--- config.mk ---
export PLATFORM = sky130hd
export DESIGN_NAME = bidir_piso_serializer
export DESIGN_NICKNAME = d
export VERILOG_FILES = /design/src/rtl/bidir_piso_serializer.sv
export SDC_FILE = /design/constraint.sdc
export NUM_CORES = 1
export LEC_CHECK = 0
export BUFFER_PORTS_ARGS = -buffer_cell sky130_fd_sc_hd__buf_2
export CELL_PAD_IN_SITES_DETAIL_PLACEMENT = 1
export CELL_PAD_IN_SITES_GLOBAL_PLACEMENT = 1
export CORE_MARGIN = 5
export CORE_UTILIZATION = 40
export DETAILED_ROUTE_END_ITERATION = 10
export GPL_TIMING_DRIVEN = 1
export PLACE_DENSITY_LB_ADDON = 0.25
export SYNTH_ARGS = -nofsm -noshare
export SYNTH_HDL_FRONTEND = slang
export SYNTH_SLANG_ARGS = --single-unit
--- constraint.sdc ---
create_clock -name clk -period 2.05 [get_ports clk]
set_input_delay 0.1025 -clock clk [delete_from_list [all_inputs] [get_ports clk]]
set_output_delay 0.1025 -clock clk [all_outputs]
set_load 0.005 [all_outputs]
--- src/rtl/bidir_piso_serializer.sv ---
// Parallel-in, serial-out shift register with per-word MSB/LSB-first direction.
// Optional build macro PISO_PARITY_EN appends an even-parity bit after each word.
module bidir_piso_serializer #(
    parameter int DATA_WID = 8
) (
    input  logic                clk,
    input  logic                rst,
    input  logic                load_valid,
    output logic                load_ready,
    input  logic [DATA_WID-1:0] load_data,
    input  logic                Dir,
    output logic                ser_out,
    output logic                ser_valid,
    output logic                done
);

`ifdef PISO_PARITY_EN
    localparam int LAST = DATA_WID;
`else
    localparam int LAST = DATA_WID - 1;
`endif
    localparam int CNT_W = $clog2(LAST + 1);
    localparam logic [CNT_W-1:0] LAST_CNT = CNT_W'(LAST);

    typedef enum logic {IDLE, SHIFT} state_t;

    state_t              state_reg, state_next;
    logic [DATA_WID-1:0] shreg_reg, shreg_next;
    logic [CNT_W-1:0]    cnt_reg, cnt_next;
    logic                dir_reg, dir_next;
    logic [DATA_WID-1:0] shl, shr;
    logic                last_bit;
    logic                accept;

    assign last_bit = (state_reg == SHIFT) && (cnt_reg == LAST_CNT);
    assign accept   = load_valid && load_ready;

    // Zero-filled one-place shifts toward the MSB and toward the LSB.
    genvar gi;
    generate
        for (gi = 0; gi < DATA_WID; gi++) begin : g_shift
            if (gi == 0) begin : g_lo
                assign shl[gi] = 1'b0;
            end else begin : g_lo_n
                assign shl[gi] = shreg_reg[gi-1];
            end
            if (gi == DATA_WID - 1) begin : g_hi
                assign shr[gi] = 1'b0;
            end else begin : g_hi_n
                assign shr[gi] = shreg_reg[gi+1];
            end
        end
    endgenerate

    always_ff @(posedge clk or posedge rst) begin
        if (rst) begin
            state_reg <= IDLE;
        end else begin
            state_reg <= state_next;
        end
    end

    always_comb begin
        state_next = state_reg;
        case (state_reg)
            IDLE:    if (accept) state_next = SHIFT;
            SHIFT:   if (last_bit && !accept) state_next = IDLE;
            default: state_next = IDLE;
        endcase
    end

    always_comb begin
        shreg_next = shreg_reg;
        cnt_next   = cnt_reg;
        dir_next   = dir_reg;
        if (accept) begin
            shreg_next = load_data;
            dir_next   = Dir;
            cnt_next   = '0;
        end else if (state_reg == SHIFT) begin
            shreg_next = dir_reg ? shl : shr;
            cnt_next   = last_bit ? '0 : cnt_reg + 1'b1;
        end
    end

    always_ff @(posedge clk or posedge rst) begin
        if (rst) begin
            shreg_reg <= '0;
            cnt_reg   <= '0;
            dir_reg   <= 1'b0;
        end else begin
            shreg_reg <= shreg_next;
            cnt_reg   <= cnt_next;
            dir_reg   <= dir_next;
        end
    end

`ifdef PISO_PARITY_EN
    logic parity_reg;

    always_ff @(posedge clk or posedge rst) begin
        if (rst) begin
            parity_reg <= 1'b0;
        end else if (accept) begin
            parity_reg <= ^load_data;
        end
    end
`endif

    always_comb begin
        load_ready = (state_reg == IDLE) || last_bit;
        ser_valid  = (state_reg == SHIFT);
        done       = last_bit;
        ser_out    = 1'b0;
        if (state_reg == SHIFT) begin
            ser_out = dir_reg ? shreg_reg[DATA_WID-1] : shreg_reg[0];
`ifdef PISO_PARITY_EN
            // Final slot of the word carries the stored parity instead of data.
            if (last_bit) ser_out = parity_reg;
`endif
        end
    end

endmodule
==> reports/metrics.cfg <==
[status]
status = complete, no violations

[timing]
timing.fmax_mhz = 614
clock-skew-final_ps = 2.16
finalCritPeriodShare = 0.794
hold_violations = 0
postLayoutSetupSlackWorst_ps = 422
finalSetupViolCount = 0
fin_crit_ps = 1630
rsz0062_at_grt = no
worstMarginPinSlew_ps = 512
setup_tns_ps = 0
slew_violations = 0
max_slew_margin = 0.658

[cts]
cts-root-buf = clkbuf_4
cts_buffer_depth = 2
clkLatencyLatePin_ps = 280
cts_tree = yes
post-cts-setup-buffer-count = 0
cts_hold_buf = 1
clkSinkCount = 13
h-tree-depth = 1
clkSlewWorstSetupHoldPaths_ps = 80
cts_buffers = 3
cts_resized = 0

[synth]
ys.flop_type = dfrtp_1
async_flop_share = 1.00
avgSynthCellArea_um2 = 9.98
yosys-top-cells-count = mux2_2 (15), dfrtp_1 (13), inv_1 (10)
syn-instance-count = 79
synth_seq_cells = 13
synth_most_common_cell = mux2_2
synth_top_area_cell = dfrtp_1
ys_types = 20
yosysWarnings = 0
synthesis.area_um2 = 788
yosys.area.top_type_share = 0.413
syn-num-nets = 93
yosysSeqAreaShare = 0.413
synth_enable_flop_cells = 0
synthTopCellsByArea = dfrtp_1 (41%), mux2_2 (21%), a31oi_1 (5.6%)

[floorplanning]
die_area_um2 = 2960
start_util = 0.410
core-area_um2 = 1920
die_h_um = 54.4
num_io_pins = 16
die_x_um = 54.4
row_count = 16

[power_and_ir_drop]
netSwitchingFraction = 0.369
intPower_mw = 0.804
p_leak_nw = 0.433
p_clk_frac = 0.129
power.net_switching_mw = 0.470
seq_power_share = 0.407
peakVddDrop_mv = 0.574
p_per_area_nw_per_um2 = 1410
pwr-share-comb = 0.464
design_power_total_mw = 1.27

[cells_and_area]
multi_input_area_um2 = 392
antennaDiodeCount = 0
largest_reg_flops = 8
fillers = 244
area.growth.synth_to_final_pct = 15.1
fin_nets = 109
register_area_um2 = 325
drive_gt1_frac = 0.362
final_cells = 121

[placed_design]
pre_cts_slack_ps = 509
place_inst = 116
hpwl_mm = 1.27
port-buffer-count = 15
place_congestion = 0.707

[worst_setup_path]
r2r_start = cnt_reg[0]
crit_start = cnt_reg[0]
cp-start-kind = flip-flop
cp_max_fo = 10
crit_path_frequent_cell = ha_1
criticalPathCategory = flip-flop to output pin
crit_chain = ha_1, ha_1, buf_4, and2_1, buf_2
cp-end-kind = output pin
cp_slowest_cell = dfrtp_1
worstPathRequired_ps = 1950
max_stage_delay_ps = 390
cp.arrival_ps = 1530

[routing]
avgRoutedWirePerCell_um = 14.7
vias = 625
drt_wl_total_mm = 1.78
drc_errors = 0
ant_nets = 0
drt-pass1-iter-count = 2
viasPerCell = 5.17
drt_iter0_markers = 11

[run]
maxCapViolations = 0

[global_route]
grt_overflow = 0
track_usage = 0.146
antenna_found_initial = 0
grt_max_degree = 22
grt_pass1_wl_mm = 3.04
grt_pass1_vias = 644

[worst_hold_path]
hp-start = Dir
hold_class = input pin to flip-flop

## worst max-delay path: cells and delay by family (launching register included)
kind / cells / cell delay [ps]
buffers and inverters: 2 / 300
AND/OR/NAND/NOR: 1 / 150
flip-flops: 1 / 390
adder cells (fa/ha/maj): 2 / 400
## layout by cell type, fill, tap and decap left out, drive strengths merged
cell type	instances
a21bo	1
a21oi	1
a31oi	7
and2	1
buf	16
clkbuf	4
dfrtp	13
dlygate4sd3	1
ha	2
inv	10
mux2	15
mux2i	1
nand2	4
nand2b	2
nand3b	1
nor2	2
nor2b	2
o21ai	3
o22ai	7
o32ai	1
## power by group through the flow
| stage | Sequential [mW] | Clock [mW] | Combinational, mW |
|---|---|---|---|
| finish | 0.519 | 0.164 | 0.592 |
| global route | 0.540 | 0.184 | 0.675 |
| CTS | 0.520 | 0.171 | 0.602 |
| detailed placement | 0.527 | 0 | 0.599 |
| global placement | 0.524 | 0 | 0.570 |
| floorplan | 0.450 | 0 | 0.521 |
## through the flow
| step | instance area (µm²) | hold slack (ps) | utilization |
|---|---|---|---|
| 2_1_floorplan | 788 | -20.5 | - |
| 3_3_place_gp | 871 | 155 | 0.453 |
| 3_5_place_dp | 871 | 166 | 0.453 |
| 4_1_cts | 907 | 59.6 | 0.472 |
| 5_1_grt | 907 | 69.4 | 0.472 |
| 6_report | 907 | 61.5 | 0.472 |
## layer usage
layer  share of wire  track usage  vias up
met4          0.0073       0.0747        0
met2            0.49        0.237       11
met1            0.47        0.186      302
li1                -            -      310
met3           0.035       0.0245        2
met5               0            0        -
## cell families after synthesis
group | share of synthesized area
compound gates | 0.160
buf+inv | 0.0905
mux | 0.227
flops | 0.413
simple gates | 0.0778
fa+ha+maj | 0.0317
## path summary, 6_finish.rpt
check                             endpoint  slack, ps  cells past startpoint
worst max-delay path                  done        420                      5
worst min-delay path               dir_reg         60                      2
worst max register to register     dir_reg        510                      5
worst min register to register  cnt_reg[0]        510                      1
max in group asynchronous       cnt_reg[0]       1310                      3
min in group asynchronous          dir_reg        400                      3
## cell type report
type                    instances  share of cell area
clock buffers                   4              0.0290
inverters                      10              0.0414
multi-input cells              50               0.432
flip-flops and latches         13               0.359
well taps                      27              0.0372
repair buffers                 17               0.102
Power figures use the tool's default switching activity.
